## config.mk

```make
export PLATFORM = sky130hd
export DESIGN_NAME = data_memory_arbiter
export DESIGN_NICKNAME = d
export VERILOG_FILES = /design/src/rtl/data_mem_pkg.sv /design/src/rtl/data_memory_arbiter_rr_pick2.sv /design/src/rtl/data_memory_arbiter.sv
export SDC_FILE = /design/constraint.sdc
export NUM_CORES = 1
export LEC_CHECK = 0
export ABC_AREA = 1
export ABC_CLOCK_PERIOD_IN_PS = 1100
export BUFFER_PORTS_ARGS = -buffer_cell sky130_fd_sc_hd__buf_4
export CAP_MARGIN = 20
export CORE_UTILIZATION = 41
export DETAILED_ROUTE_END_ITERATION = 7
export HOLD_SLACK_MARGIN = 0.06
export PLACE_DENSITY_LB_ADDON = 0.15
export SKIP_LAST_GASP = 1
export SLEW_MARGIN = 5
export SYNTH_ARGS = -nofsm -noshare
export SYNTH_HDL_FRONTEND = slang
export SYNTH_HIERARCHICAL = 1
export SYNTH_SLANG_ARGS = --single-unit
```

## constraint.sdc

```tcl
create_clock -name clk -period 1.1 [get_ports clk]
set_clock_uncertainty 0.15 [all_clocks]
set_input_delay 0.055 -clock clk [delete_from_list [all_inputs] [get_ports clk]]
set_output_delay 0.055 -clock clk [all_outputs]
set_load 0.005 [all_outputs]
```

## src/rtl/data_mem_pkg.sv

```systemverilog
// Shared types and constants for the data-memory arbiter: FSM states,
// requester ids and default bus widths.
package data_mem_pkg;

  localparam int DEF_ADDR_WIDTH = 8;
  localparam int DEF_DATA_WIDTH = 8;

  localparam logic REQ_CPU = 1'b0;
  localparam logic REQ_LDR = 1'b1;

  typedef enum logic [1:0] {
    IDLE   = 2'd0,
    ACCESS = 2'd1,
    ACK    = 2'd2
  } state_t;

endpackage

```

## src/rtl/data_memory_arbiter_rr_pick2.sv

```systemverilog
// Combinational two-way round-robin picker: on a tie the requester that
// did not win last time is chosen.
module rr_pick2
  import data_mem_pkg::*;
(
  input  logic req_0,
  input  logic req_1,
  input  logic last_grant,
  output logic valid,
  output logic grant_id
);

  always_comb begin
    valid    = req_0 | req_1;
    grant_id = REQ_CPU;
    if (req_0 && req_1) begin
      grant_id = ~last_grant;
    end else if (req_1) begin
      grant_id = REQ_LDR;
    end
  end

endmodule

```

## src/rtl/data_memory_arbiter.sv

```systemverilog
// Round-robin arbiter/sequencer for the shared data memory: latch one
// request, drive the memory for one cycle from registers, then acknowledge.
module data_memory_arbiter
  import data_mem_pkg::*;
#(
  parameter int ADDR_WIDTH = DEF_ADDR_WIDTH,
  parameter int DATA_WIDTH = DEF_DATA_WIDTH
) (
  input  logic                  clk,
  input  logic                  reset,
  input  logic                  req_0,
  input  logic                  write_0,
  input  logic [ADDR_WIDTH-1:0] addr_0,
  input  logic [DATA_WIDTH-1:0] wdata_0,
  output logic                  ack_0,
  input  logic                  req_1,
  input  logic                  write_1,
  input  logic [ADDR_WIDTH-1:0] addr_1,
  input  logic [DATA_WIDTH-1:0] wdata_1,
  output logic                  ack_1,
  output logic [DATA_WIDTH-1:0] rdata,
  output logic                  busy,
  output logic                  enable_write,
  output logic                  enable_read,
  output logic [ADDR_WIDTH-1:0] ram_addr,
  output logic [DATA_WIDTH-1:0] write_data,
  input  logic [DATA_WIDTH-1:0] read_data
);

  state_t                r_state;
  logic                  r_last_grant;
  logic                  r_grant;
  logic                  r_ack_0;
  logic                  r_ack_1;
  logic                  r_busy;
  logic                  r_en_w;
  logic                  r_en_r;
  logic [ADDR_WIDTH-1:0] r_ram_addr;
  logic [DATA_WIDTH-1:0] r_write_data;
  logic [DATA_WIDTH-1:0] r_rdata;

  state_t                w_state_next;
  logic                  w_last_grant_next;
  logic                  w_grant_next;
  logic                  w_ack_0_next;
  logic                  w_ack_1_next;
  logic                  w_busy_next;
  logic                  w_en_w_next;
  logic                  w_en_r_next;
  logic [ADDR_WIDTH-1:0] w_ram_addr_next;
  logic [DATA_WIDTH-1:0] w_write_data_next;
  logic [DATA_WIDTH-1:0] w_rdata_next;

  logic                  w_pick_valid;
  logic                  w_pick_id;

  rr_pick2 u_pick (
    .req_0      (req_0),
    .req_1      (req_1),
    .last_grant (r_last_grant),
    .valid      (w_pick_valid),
    .grant_id   (w_pick_id)
  );

  always_ff @(posedge clk) begin
    if (reset) begin
      r_state      <= IDLE;
      r_last_grant <= REQ_LDR;
      r_grant      <= REQ_CPU;
      r_ack_0      <= 1'b0;
      r_ack_1      <= 1'b0;
      r_busy       <= 1'b0;
      r_en_w       <= 1'b0;
      r_en_r       <= 1'b0;
      r_ram_addr   <= '0;
      r_write_data <= '0;
      r_rdata      <= '0;
    end else begin
      r_state      <= w_state_next;
      r_last_grant <= w_last_grant_next;
      r_grant      <= w_grant_next;
      r_ack_0      <= w_ack_0_next;
      r_ack_1      <= w_ack_1_next;
      r_busy       <= w_busy_next;
      r_en_w       <= w_en_w_next;
      r_en_r       <= w_en_r_next;
      r_ram_addr   <= w_ram_addr_next;
      r_write_data <= w_write_data_next;
      r_rdata      <= w_rdata_next;
    end
  end

  // Memory-port registers are loaded at the grant edge so the memory sees
  // clean, registered controls for the whole ACCESS cycle.
  always_comb begin
    w_state_next      = r_state;
    w_last_grant_next = r_last_grant;
    w_grant_next      = r_grant;
    w_ack_0_next      = 1'b0;
    w_ack_1_next      = 1'b0;
    w_busy_next       = r_busy;
    w_en_w_next       = 1'b0;
    w_en_r_next       = 1'b0;
    w_ram_addr_next   = r_ram_addr;
    w_write_data_next = r_write_data;
    w_rdata_next      = r_rdata;
    case (r_state)
      IDLE: begin
        if (w_pick_valid) begin
          w_state_next      = ACCESS;
          w_grant_next      = w_pick_id;
          w_busy_next       = 1'b1;
          w_en_w_next       = w_pick_id ? write_1 : write_0;
          w_en_r_next       = w_pick_id ? ~write_1 : ~write_0;
          w_ram_addr_next   = w_pick_id ? addr_1 : addr_0;
          w_write_data_next = w_pick_id ? wdata_1 : wdata_0;
        end
      end
      ACCESS: begin
        w_state_next = ACK;
        if (r_en_r) begin
          w_rdata_next = read_data;
        end
        w_ack_0_next = (r_grant == REQ_CPU);
        w_ack_1_next = (r_grant == REQ_LDR);
      end
      ACK: begin
        w_state_next      = IDLE;
        w_busy_next       = 1'b0;
        w_last_grant_next = r_grant;
      end
      default: begin
        w_state_next = IDLE;
        w_busy_next  = 1'b0;
      end
    endcase
  end

  assign ack_0        = r_ack_0;
  assign ack_1        = r_ack_1;
  assign busy         = r_busy;
  assign enable_write = r_en_w;
  assign enable_read  = r_en_r;
  assign ram_addr     = r_ram_addr;
  assign write_data   = r_write_data;
  assign rdata        = r_rdata;

endmodule
```

==> results of run 1 <==
-- per-stage QoR --
step | hold slack [ns] | utilization, % | setup TNS [ns] | instance area [um2]
floorplan | 0.0399 | - | -0.995 | 1540
global placement | 0.129 | 62.5 | -1.74 | 2170
detailed placement | 0.136 | 62.5 | -2.05 | 2170
CTS | -0.0455 | 78.8 | -1.38 | 2730
global route | 0.0888 | 82.1 | -3.24 | 2850
finish | 0.0640 | 82.1 | -1.77 | 2850
-- sequential cells by signal (all words and copies together) (netlist names) --
signal        count
r_grant           1
rdata             8
busy              1
r_last_grant      1
ram_addr          8
ack_0             1
r_state           2
enable_write      1
enable_read       1
write_data        8
ack_1             1
-- power by group --
part	total [W]	internal, W	switching [W]	leakage, nW
clock	0.000913	0.000496	0.000417	0.0443
combinational	0.000919	0.000512	0.000407	1.21
sequential	0.00137	0.00130	0.0000692	0.273
-- layer usage --
metal,up-vias,global-route usage (%)
met4,0,14.5
met5,-,0
met1,807,26.5
met2,74,43.7
li1,967,-
met3,19,6.52
-- synthesized netlist by cell type, drive strengths merged --
| master | instances | area [um2] |
|---|---|---|
| nand2 | 103 | 399 |
| dfxtp | 33 | 661 |
| inv | 31 | 119 |
| o21ai | 1 | 5.00 |
| nor2 | 54 | 210 |
| buf | 10 | 78.8 |
| a21oi | 3 | 15.0 |
| nand3 | 6 | 42.5 |
| or2 | 1 | 6.26 |
-- logic make-up after synthesis --
logic type,synth area share [%]
compound gates,1.30
buf+inv,12.9
flops,43.0
simple gates,42.8
-- final cells by class --
class                   instances  area (um2)
fillers                       253         619
multi-input cells             171         771
clock buffers                   7        86.3
flip-flops and latches         33         668
well taps                      46        57.6
inverters                      31         126
repair buffers                132        1140
-- path summary, 6_finish.rpt --
kind | from | endpoint | slack (ns) | cells after the start
max | r_last_grant$_SDFFE_PP1N_ | write_data[3]$_SDFFE_PP0P_ | -0.16 | 7
min | reset | r_grant$_SDFFE_PP0P_ | 0.06 | 5
max reg2reg | r_last_grant$_SDFFE_PP1N_ | write_data[3]$_SDFFE_PP0P_ | -0.16 | 7
min reg2reg | busy$_SDFFE_PP0P_ | busy$_SDFFE_PP0P_ | 0.32 | 2
-- critical path: stages, from the launching register on --
cell and delay [ns]:
dfxtp_2 0.32, a21oi_2 0.15, buf_6 0.17, inv_8 0.07, nand2_1 0.07, nand2_1 0.06
nor2_1 0.11, nor2_1 0.06
-- what timing repair did --
action	CTS	global route
setup endpoints to repair	27	30
cloned	1	2
hold endpoints to repair	31	4
hold buffers	42	3
buffers inserted	0	2
pin swaps	14	8
resized for setup	15	10
==> results.tsv, run 1 <==
stage	metric	value	unit
run_status	outcome	finished with violations	
run_status	failing checks	setup timing	
power	PD cells	1120	nW/um2
clock_network	worst skew pair latency	0.28	ns
sta	Max Fclk	0.794	GHz
setup_path	CP startpoint kind	register	
sta	pin slew with the least headroom to its limit	0.493	ns
detailed_routing	WL per Instance	11.9	um
sta	relative slew slack	67.1	%
clock_network	CTS buffer count	5	
yosys	Synthesized Nets	288	
placed_design	placed cells	363	
grt	first-pass GRT wire length	7600	um
cells_and_area	Layout Nets	420	
detailed_routing	Iteration-0 DRC Markers	68	
placed_design	port bufs	74	
detailed_routing	Initial DRT Pass Iterations	4	
cells_and_area	commonest cells after routing, fill and taps aside	nand2_1, buf_4, nor2_1	
yosys	Synth Register Bits	33	
detailed_routing	max layer used	met4	
setup_path	Crit Path Max Fanout	18	
detailed_routing	via/cell ratio	4.45	
sta	Final WS setup	-0.159	ns
yosys	syn_area_per_cell	6.35	um2
setup_path	worst setup path category	reg -> reg	
grt	vias in the first global route	1779	
clock_network	TritonCTS clock tree	yes	
sta	period utilisation layout	114	%
cells_and_area	final cell count without fillers	420	
sta	Fin. Hold Viols	0	
clock_network	Max Root-Sink Buffers	2	
grt	GRT overflow	0	
power	Design Power	0.00320	W
placed_design	Final GP Congestion	0.786	
detailed_routing	WL final	5020	um
grt	initial antenna violation count	0	
detailed_routing	routed via count	1867	
placed_design	DP Worst Slack	-0.101	ns
floorplan	standard-cell row count	21	
clock_network	Clock Sink Count	33	
floorplan	Die Y	63.2	um
placed_design	Detail Placement HPWL	2560	um
sta	Period minus WS final	1.26	ns
clock_network	CTS root buf	clkbuf_8	
floorplan	Die X	63.2	um
clock_network	Worst-path clk slew	0.07	ns
detailed_routing	met3 wire len	241	um
yosys	sequential element share of the synthesized area	43.0	%
sta	unrepaired setup endpoints after global routing	true	
hold_path	Worst Hold Class	in -> reg	
sta	# setup viols final	19	
sta	Slew Viols, Final	0	
floorplan	full die area	4000	um2
cells_and_area	Antenna Cells	0	
detailed_routing	met1 wire length	2000	um
cells_and_area	share of cells above drive strength 1	31.3	%
yosys	Synth Instances	242	
flow_run	Max Cap Viol	0	
detailed_routing	# DRC	0	
floorplan	I/O pins	75	
detailed_routing	routed wl met2	2570	um
yosys	Netlist cell types	16	
grt	total track usage	24.8	%
floorplan	Core Footprint	3470	um2
grt	largest net degree at the start of global routing	33	
yosys	Ys Warns	6	
setup_path	Arr. time, crit path	1.29	ns
cells_and_area	most common cell after layout, fill and taps aside	nand2_1	
setup_path	Critical Path RT	1.13	ns
power	static leakage	1.52	nW
clock_network	H-tree Lvls	2	
power	Peak supply drop	716	uV
detailed_routing	Routed Antenna Nets	0	
setup_path	Crit. End Element	register	
yosys	Post-Synthesis Cell Area	1540	um2
floorplan	Starting Density	44.3	%
cells_and_area	Area Growth Syn to Fin	85.4	%
(Power assumes the default switching activity.)
==> inputs of run 2 (changes only) <==
--- a/config.mk
+++ b/config.mk
@@ -7,7 +7,7 @@
 export LEC_CHECK = 0
 export ABC_AREA = 1
 export ABC_CLOCK_PERIOD_IN_PS = 1100
-export BUFFER_PORTS_ARGS = -buffer_cell sky130_fd_sc_hd__buf_4
+export BUFFER_PORTS_ARGS = -buffer_cell sky130_fd_sc_hd__buf_2
 export CAP_MARGIN = 20
 export CORE_UTILIZATION = 41
 export DETAILED_ROUTE_END_ITERATION = 7
==> run 2 against run 1 <==
Effect of this change:
- the run still ends with setup timing left
- sequential power hardly changed
- combinational power decreased by 17%
- cell area is 8.0% lower
- routed wire length shrank 11%
- global-route usage is 1.2 points lower
- register-to-register slack barely moved
- core utilization down 6.6 points
- worst hold slack got worse by 0.015 ns
- cell count is 1.2% lower
- sequential cell count did not move
- critical path depth is the same
- critical endpoint unchanged
- largest power group unchanged
- highest routed layer unchanged
==> results.tsv, run 2 (synthesis gave the netlist of run 1 again) <==
stage	metric	value	unit	change
setup_path	Reg2Reg Capture Point	write_data[3]$_SDFFE_PP0P_		unchanged
floorplan	Core Footprint	3470	um2	unchanged
hold_path	Worst Hold Class	in -> reg		unchanged
clock_network	CTS root buf	clkbuf_8		unchanged
grt	first-pass GRT wire length	7290	um	was 7600 um
detailed_routing	Routed Antenna Nets	0		unchanged
grt	largest net degree at the start of global routing	33		unchanged
detailed_routing	routed via count	1840		was 1867
sta	period utilisation layout	113	%	was 114%
detailed_routing	Initial DRT Pass Iterations	5		was 4
cells_and_area	Layout Nets	414		was 420
setup_path	Crit. End Element	register		unchanged
setup_path	worst path cell trace	a21oi_2 > buf_6 > inv_8 > nand2_1 > nand2_2 > nor2_2 > nor2_1		was a21oi_2 > buf_6 > inv_8 > nand2_1 > nand2_1 > nor2_1 > nor2_1
clock_network	TritonCTS clock tree	yes		unchanged
sta	Max Fclk	0.804	GHz	was 0.794 GHz
clock_network	Max Root-Sink Buffers	2		unchanged
grt	vias in the first global route	1719		was 1779
floorplan	Starting Density	44.3	%	unchanged
setup_path	delay-heaviest family, CP	flip-flops		unchanged
clock_network	hold bufs inserted after CTS	42		unchanged
floorplan	full die area	4000	um2	unchanged
clock_network	CTS buffer count	5		unchanged
sta	hold slack	0.0489	ns	was 0.0640 ns
cells_and_area	most common cell after layout, fill and taps aside	nand2_1		unchanged
placed_design	DP Worst Slack	-0.144	ns	was -0.101 ns
grt	initial antenna violation count	0		unchanged
placed_design	Final GP Congestion	0.784		was 0.786
floorplan	Die X	63.2	um	unchanged
setup_path	worst setup path category	reg -> reg		unchanged
sta	relative slew slack	73.4	%	was 67.1%
detailed_routing	WL per Instance	10.8	um	was 11.9 um
sta	Period minus WS final	1.24	ns	was 1.26 ns
setup_path	crit path buf inv count	2		unchanged
hold_path	worst hold path endpoint	r_last_grant$_SDFFE_PP1N_		was r_grant$_SDFFE_PP0P_
detailed_routing	Iteration-0 DRC Markers	85		was 68
cells_and_area	commonest cells after routing, fill and taps aside	nand2_1, buf_2, nor2_1		was nand2_1, buf_4, nor2_1
floorplan	standard-cell row count	21		unchanged
sta	unrepaired setup endpoints after global routing	true		unchanged
clock_network	worst skew pair latency	0.28	ns	about the same
clock_network	Post-CTS Setup Repair Bufs	0		unchanged
detailed_routing	via/cell ratio	4.43		was 4.45
run_status	failing checks	setup timing		unchanged
setup_path	reg2reg setup slack	-0.14	ns	was -0.16 ns
floorplan	Die Y	63.2	um	unchanged
setup_path	Slowest cell on crit path	dfxtp_2		unchanged
floorplan	I/O pins	75		unchanged
grt	total track usage	23.6	%	was 24.8%
setup_path	RR Startpoint	r_last_grant$_SDFFE_PP1N_		unchanged
placed_design	port bufs	74		unchanged
hold_path	Worst Hold Launch	reset		unchanged
grt	GRT overflow	0		unchanged
cells_and_area	share of cells above drive strength 1	33.3	%	was 31.3%
detailed_routing	WL final	4460	um	was 5020 um
cells_and_area	Area Growth Syn to Fin	70.5	%	was 85.4%
hold_path	hold path cells	3		was 5
setup_path	Crit Path Max Fanout	18		unchanged
power	Peak supply drop	822	uV	was 716 uV
sta	Final WS setup	-0.144	ns	was -0.159 ns
power	static leakage	1.45	nW	was 1.52 nW
cells_and_area	Antenna Cells	0		unchanged
clock_network	H-tree Lvls	2		unchanged
clock_network	Clock Sink Count	33		unchanged
setup_path	CP startpoint kind	register		unchanged
sta	Fin. Hold Viols	0		unchanged
clock_network	Worst-path clk slew	0.07	ns	about the same
flow_run	Max Cap Viol	0		unchanged
run_status	outcome	finished with violations		unchanged
power	PD cells	1190	nW/um2	was 1120 nW/um2
sta	pin slew with the least headroom to its limit	0.398	ns	was 0.493 ns
placed_design	Detail Placement HPWL	2540	um	was 2560 um
sta	# setup viols final	19		unchanged
setup_path	Arr. time, crit path	1.28	ns	was 1.29 ns
setup_path	biggest cell delay along the critical path	0.32	ns	about the same
setup_path	Worst Reg-to-Reg Cells	7		unchanged
sta	Slew Viols, Final	0		unchanged
setup_path	Critical Path RT	1.13	ns	about the same
detailed_routing	# DRC	0		unchanged
==> run 2: cell count changes in the layout (fill, tap and decap cells not counted), moves of 3 or more <==
cell           delta
buf_2            +74
buf_4            -74
nor2_1            -4
nor2_2            +4
dlygate4sd3_1     -3
nand2_1           -3
nand2_2           +3
==> run 2: worst register-to-register path: cells and delay by family (launching register included) <==
| kind | cells | cell delay, ns |
|---|---|---|
| buffers and inverters | 2 | 0.24 |
| and+or+nand+nor | 4 | 0.29 |
| AOI/OAI and AO/OA | 1 | 0.14 |
| DFF | 1 | 0.32 |
==> run 2: worst max path at each step <==
| stage | from | endpoint | slack, ns | cells past startpoint |
|---|---|---|---|---|
| after floorplan | r_last_grant$_SDFFE_PP1N_ | ram_addr[1]$_SDFFE_PP0P_ | -0.1 | 8 |
| after global placement | req_1 | write_data[0]$_SDFFE_PP0P_ | -0.07 | 6 |
| after detailed placement | r_last_grant$_SDFFE_PP1N_ | write_data[1]$_SDFFE_PP0P_ | -0.14 | 7 |
| after CTS | r_last_grant$_SDFFE_PP1N_ | ram_addr[1]$_SDFFE_PP0P_ | -0.12 | 7 |
| after global routing | r_last_grant$_SDFFE_PP1N_ | write_data[3]$_SDFFE_PP0P_ | -0.20 | 7 |
| final | r_last_grant$_SDFFE_PP1N_ | write_data[3]$_SDFFE_PP0P_ | -0.14 | 7 |
==> run 2: timing repair <==
item,in CTS,in global routing
resized for setup,10,23
setup endpoints to repair,22,28
gates cloned,0,1
pin swaps,9,17
hold endpoints to repair,27,1
==> run 2: cell type report <==
class / count / area, um2
clock buffer: 7 / 96.3
clock inverter: 1 / 5.00
fill: 285 / 848
inverter: 31 / 129
multi-input combinational: 169 / 757
sequential: 33 / 671
tap: 46 / 57.6
timing repair buffer: 128 / 905
==> run 2: power by group <==
group          switching [W]  internal [W]  leakage (nW)
Combinational       0.000373      0.000393          1.12
Clock               0.000426      0.000565        0.0542
Sequential         0.0000628       0.00130         0.273
==> run 2: metrics by stage <==
step / std cells / power [W] / instance area, um2 / TNS (ns) / util (%)
after floorplan: 242 / 0.00174 / 1540 / -0.995 / -
after global placement: 364 / 0.00196 / 1990 / -1.06 / 57.4
after detailed placement: 364 / 0.00197 / 1990 / -2.34 / 57.4
after CTS: 414 / 0.00309 / 2540 / -1.96 / 73.3
after global routing: 415 / 0.00331 / 2620 / -3.07 / 75.5
final: 415 / 0.00312 / 2620 / -1.72 / 75.5
==> run 2: routing by layer <==
layer	part of all wire, %	up-vias	track usage, %	wire (um)
met5	0	-	0	0
met4	3.7	0	12.8	163
met3	5.1	17	5.62	228
met2	52	69	43.1	2310
met1	40	801	24.6	1760
li1	-	953	-	-
==> inputs of run 3 (changes only) <==
--- a/config.mk
+++ b/config.mk
@@ -11,6 +11,7 @@
 export CAP_MARGIN = 20
 export CORE_UTILIZATION = 41
 export DETAILED_ROUTE_END_ITERATION = 7
+export GPL_TIMING_DRIVEN = 0
 export HOLD_SLACK_MARGIN = 0.06
 export PLACE_DENSITY_LB_ADDON = 0.15
 export SKIP_LAST_GASP = 1
==> run 3 against run 2 <==
Effect of this change:
- the run still ends with setup timing left
- worst hold slack gained 0.051 ns
- global-route usage increased by 0.24 points
- clock power shrank 12%
- critical path depth increased by 1
- sequential share of layout area up 0.18 points
- cell count rose by 0.96%
- non-clock buffer count rose by 4
- largest cell class unchanged
- routed wire length is 1.3% higher
- register-to-register slack worse by 0.04 ns
- via count rose by 0.54%
- total power decreased by 3.9%
- sequential cell count is the same
==> results.tsv, run 3 (synthesis gave the netlist of run 1 again) <==
stage	metric	value	unit	change
run_status	outcome	finished with violations		unchanged
run_status	failing checks	setup timing		unchanged
power	static leakage	1.47	nW	was 1.45 nW
placed_design	Detail Placement HPWL	2490	um	was 2540 um
sta	setup TNS	-2.58	ns	was -1.72 ns
clock_network	Clock Sink Count	33		unchanged
floorplan	I/O pins	75		unchanged
cells_and_area	Layout Nets	418		was 414
setup_path	Worst Reg-to-Reg Cells	8		was 7
cells_and_area	most common cell after layout, fill and taps aside	nand2_1		unchanged
setup_path	Crit. End Element	register		unchanged
clock_network	Max Root-Sink Buffers	2		unchanged
setup_path	crit path buf inv count	3		was 2
clock_network	CTS root buf	clkbuf_8		unchanged
clock_network	TritonCTS clock tree	yes		unchanged
floorplan	Die Y	63.2	um	unchanged
sta	Max Fclk	0.780	GHz	was 0.804 GHz
detailed_routing	Routed Antenna Nets	0		unchanged
setup_path	biggest cell delay along the critical path	0.33	ns	was 0.32 ns
grt	total track usage	23.9	%	was 23.6%
cells_and_area	commonest cells after routing, fill and taps aside	nand2_1, buf_2, nor2_1		unchanged
setup_path	Slowest cell on crit path	dfxtp_2		unchanged
grt	largest net degree at the start of global routing	17		was 33
power	Peak supply drop	822	uV	about the same
setup_path	delay-heaviest family, CP	flip-flops		unchanged
sta	Final WS setup	-0.183	ns	was -0.144 ns
floorplan	Starting Density	44.3	%	unchanged
detailed_routing	routed via count	1850		was 1840
detailed_routing	WL final	4520	um	was 4460 um
sta	Fin. Hold Viols	0		unchanged
floorplan	Core Footprint	3470	um2	unchanged
flow_run	Max Cap Viol	0		unchanged
setup_path	CP Launch Point	r_last_grant$_SDFFE_PP1N_		unchanged
sta	unrepaired setup endpoints after global routing	true		unchanged
setup_path	RR Startpoint	r_last_grant$_SDFFE_PP1N_		unchanged
setup_path	Crit Path Max Fanout	10		was 18
setup_path	Arr. time, crit path	1.32	ns	was 1.28 ns
placed_design	DP Worst Slack	-0.261	ns	was -0.144 ns
grt	initial antenna violation count	0		unchanged
power	PD cells	1160	nW/um2	was 1190 nW/um2
setup_path	reg2reg setup slack	-0.18	ns	was -0.14 ns
sta	# setup viols final	19		unchanged
setup_path	worst path cell trace	a21oi_2 > buf_6 > inv_8 > buf_6 > nand2_2 > nand2_2 > nor2_2 > nor2_1		was a21oi_2 > buf_6 > inv_8 > nand2_1 > nand2_2 > nor2_2 > nor2_1
sta	period utilisation layout	117	%	was 113%
grt	first-pass GRT wire length	7380	um	was 7290 um
clock_network	Worst-path clk slew	0.07	ns	about the same
detailed_routing	via/cell ratio	4.42		was 4.43
cells_and_area	share of cells above drive strength 1	30.0	%	was 33.3%
clock_network	CTS buffer count	5		unchanged
sta	relative slew slack	86.6	%	was 73.4%
floorplan	Die X	63.2	um	unchanged
setup_path	critical path depth	8		was 7
detailed_routing	WL per Instance	10.8	um	about the same
setup_path	Critical Path RT	1.14	ns	was 1.13 ns
placed_design	Final GP Congestion	0.759		was 0.784
placed_design	port bufs	74		unchanged
cells_and_area	Area Growth Syn to Fin	68.7	%	was 70.5%
sta	Period minus WS final	1.28	ns	was 1.24 ns
detailed_routing	# DRC	0		unchanged
clock_network	H-tree Lvls	2		unchanged
cells_and_area	filler cell count	290		was 285
clock_network	worst skew pair latency	0.29	ns	was 0.28 ns
detailed_routing	Initial DRT Pass Iterations	4		was 5
grt	vias in the first global route	1809		was 1719
hold_path	Worst Hold Class	in -> reg		unchanged
floorplan	standard-cell row count	21		unchanged
detailed_routing	Iteration-0 DRC Markers	68		was 85
setup_path	worst setup path category	reg -> reg		unchanged
cells_and_area	footprint of the multi-input gates	714	um2	was 757 um2
sta	pin slew with the least headroom to its limit	0.201	ns	was 0.398 ns
setup_path	Reg2Reg Capture Point	ram_addr[4]$_SDFFE_PP0P_		was write_data[3]$_SDFFE_PP0P_
cells_and_area	Antenna Cells	0		unchanged
setup_path	CP startpoint kind	register		unchanged
setup_path	crit path capture	ram_addr[4]$_SDFFE_PP0P_		was write_data[3]$_SDFFE_PP0P_
sta	Slew Viols, Final	0		unchanged
floorplan	full die area	4000	um2	unchanged
cells_and_area	FF+latch area	668	um2	was 671 um2
grt	GRT overflow	0		unchanged
==> run 3: worst min-delay path, cell delays in order <==
cell and delay (ns):
buf_2 0.07, inv_1 0.04, buf_2 0.15, nand3_1 0.13
inv_1 0.05
==> run 3: metal layers <==
| layer | global-route usage [%] | share of wire [%] | wire, um | vias to the layer above |
|---|---|---|---|---|
| met1 | 24.8 | 42 | 1880 | 802 |
| li1 | - | - | - | 961 |
| met5 | 0 | 0 | 0 | - |
| met2 | 41.8 | 49 | 2210 | 66 |
| met3 | 6.52 | 5.2 | 233 | 21 |
| met4 | 15.6 | 4.3 | 195 | 0 |
==> run 3: power by group <==
group / leakage [nW] / switching (W) / internal, W
logic: 1.15 / 0.000366 / 0.000398
clock network: 0.0450 / 0.000432 / 0.000438
registers: 0.273 / 0.0000630 / 0.00130
total: 1.47 / 0.000861 / 0.00214
==> run 3: worst min path at each step <==
stage,from,to,slack [ns],cells after the start
6_report,reset,r_state[1]$_SDFFE_PP0P_,0.10,5
5_1_grt,reset,ack_1$_SDFF_PP0_,0.13,5
4_1_cts,reset,ack_1$_SDFF_PP0_,0.09,5
3_5_place_dp,read_data[5],rdata[5]$_SDFFE_PP0P_,0.14,3
3_3_place_gp,read_data[6],rdata[6]$_SDFFE_PP0P_,0.13,3
2_1_floorplan,read_data[2],rdata[2]$_SDFFE_PP0P_,0.04,2
==> run 3: cell type report <==
| class | count | share of cell area [%] |
|---|---|---|
| Timing Repair Buffer | 123 | 33.3 |
| Multi-Input combinational cell | 169 | 27.6 |
| Buffer | 9 | 3.14 |
| Clock inverter | 2 | 0.386 |
| Clock buffer | 6 | 2.80 |
| Inverter | 31 | 4.87 |
| Sequential cell | 33 | 25.8 |
| Tap cell | 46 | 2.22 |
==> run 3: repair_timing <==
item                                    in CTS  in global routing
gates cloned                                 1                  1
resized for setup                           10                 13
hold buffers                                46                  0
hold endpoints to repair                    28                  0
pin swaps                                    2                  6
setup buffers                                2                  0
endpoints found under the setup margin      27                 27
==> run 3: through the flow <==
stage,cell area [um2],power (W),utilization [%],hold slack (ns),cells
after floorplan,1540,0.00174,-,0.0399,242
after global placement,1970,0.00196,56.8,0.127,362
after detailed placement,1970,0.00197,56.8,0.138,362
after CTS,2550,0.00297,73.4,0.0927,418
after global routing,2590,0.00319,74.7,0.127,419
final,2590,0.00300,74.7,0.100,419
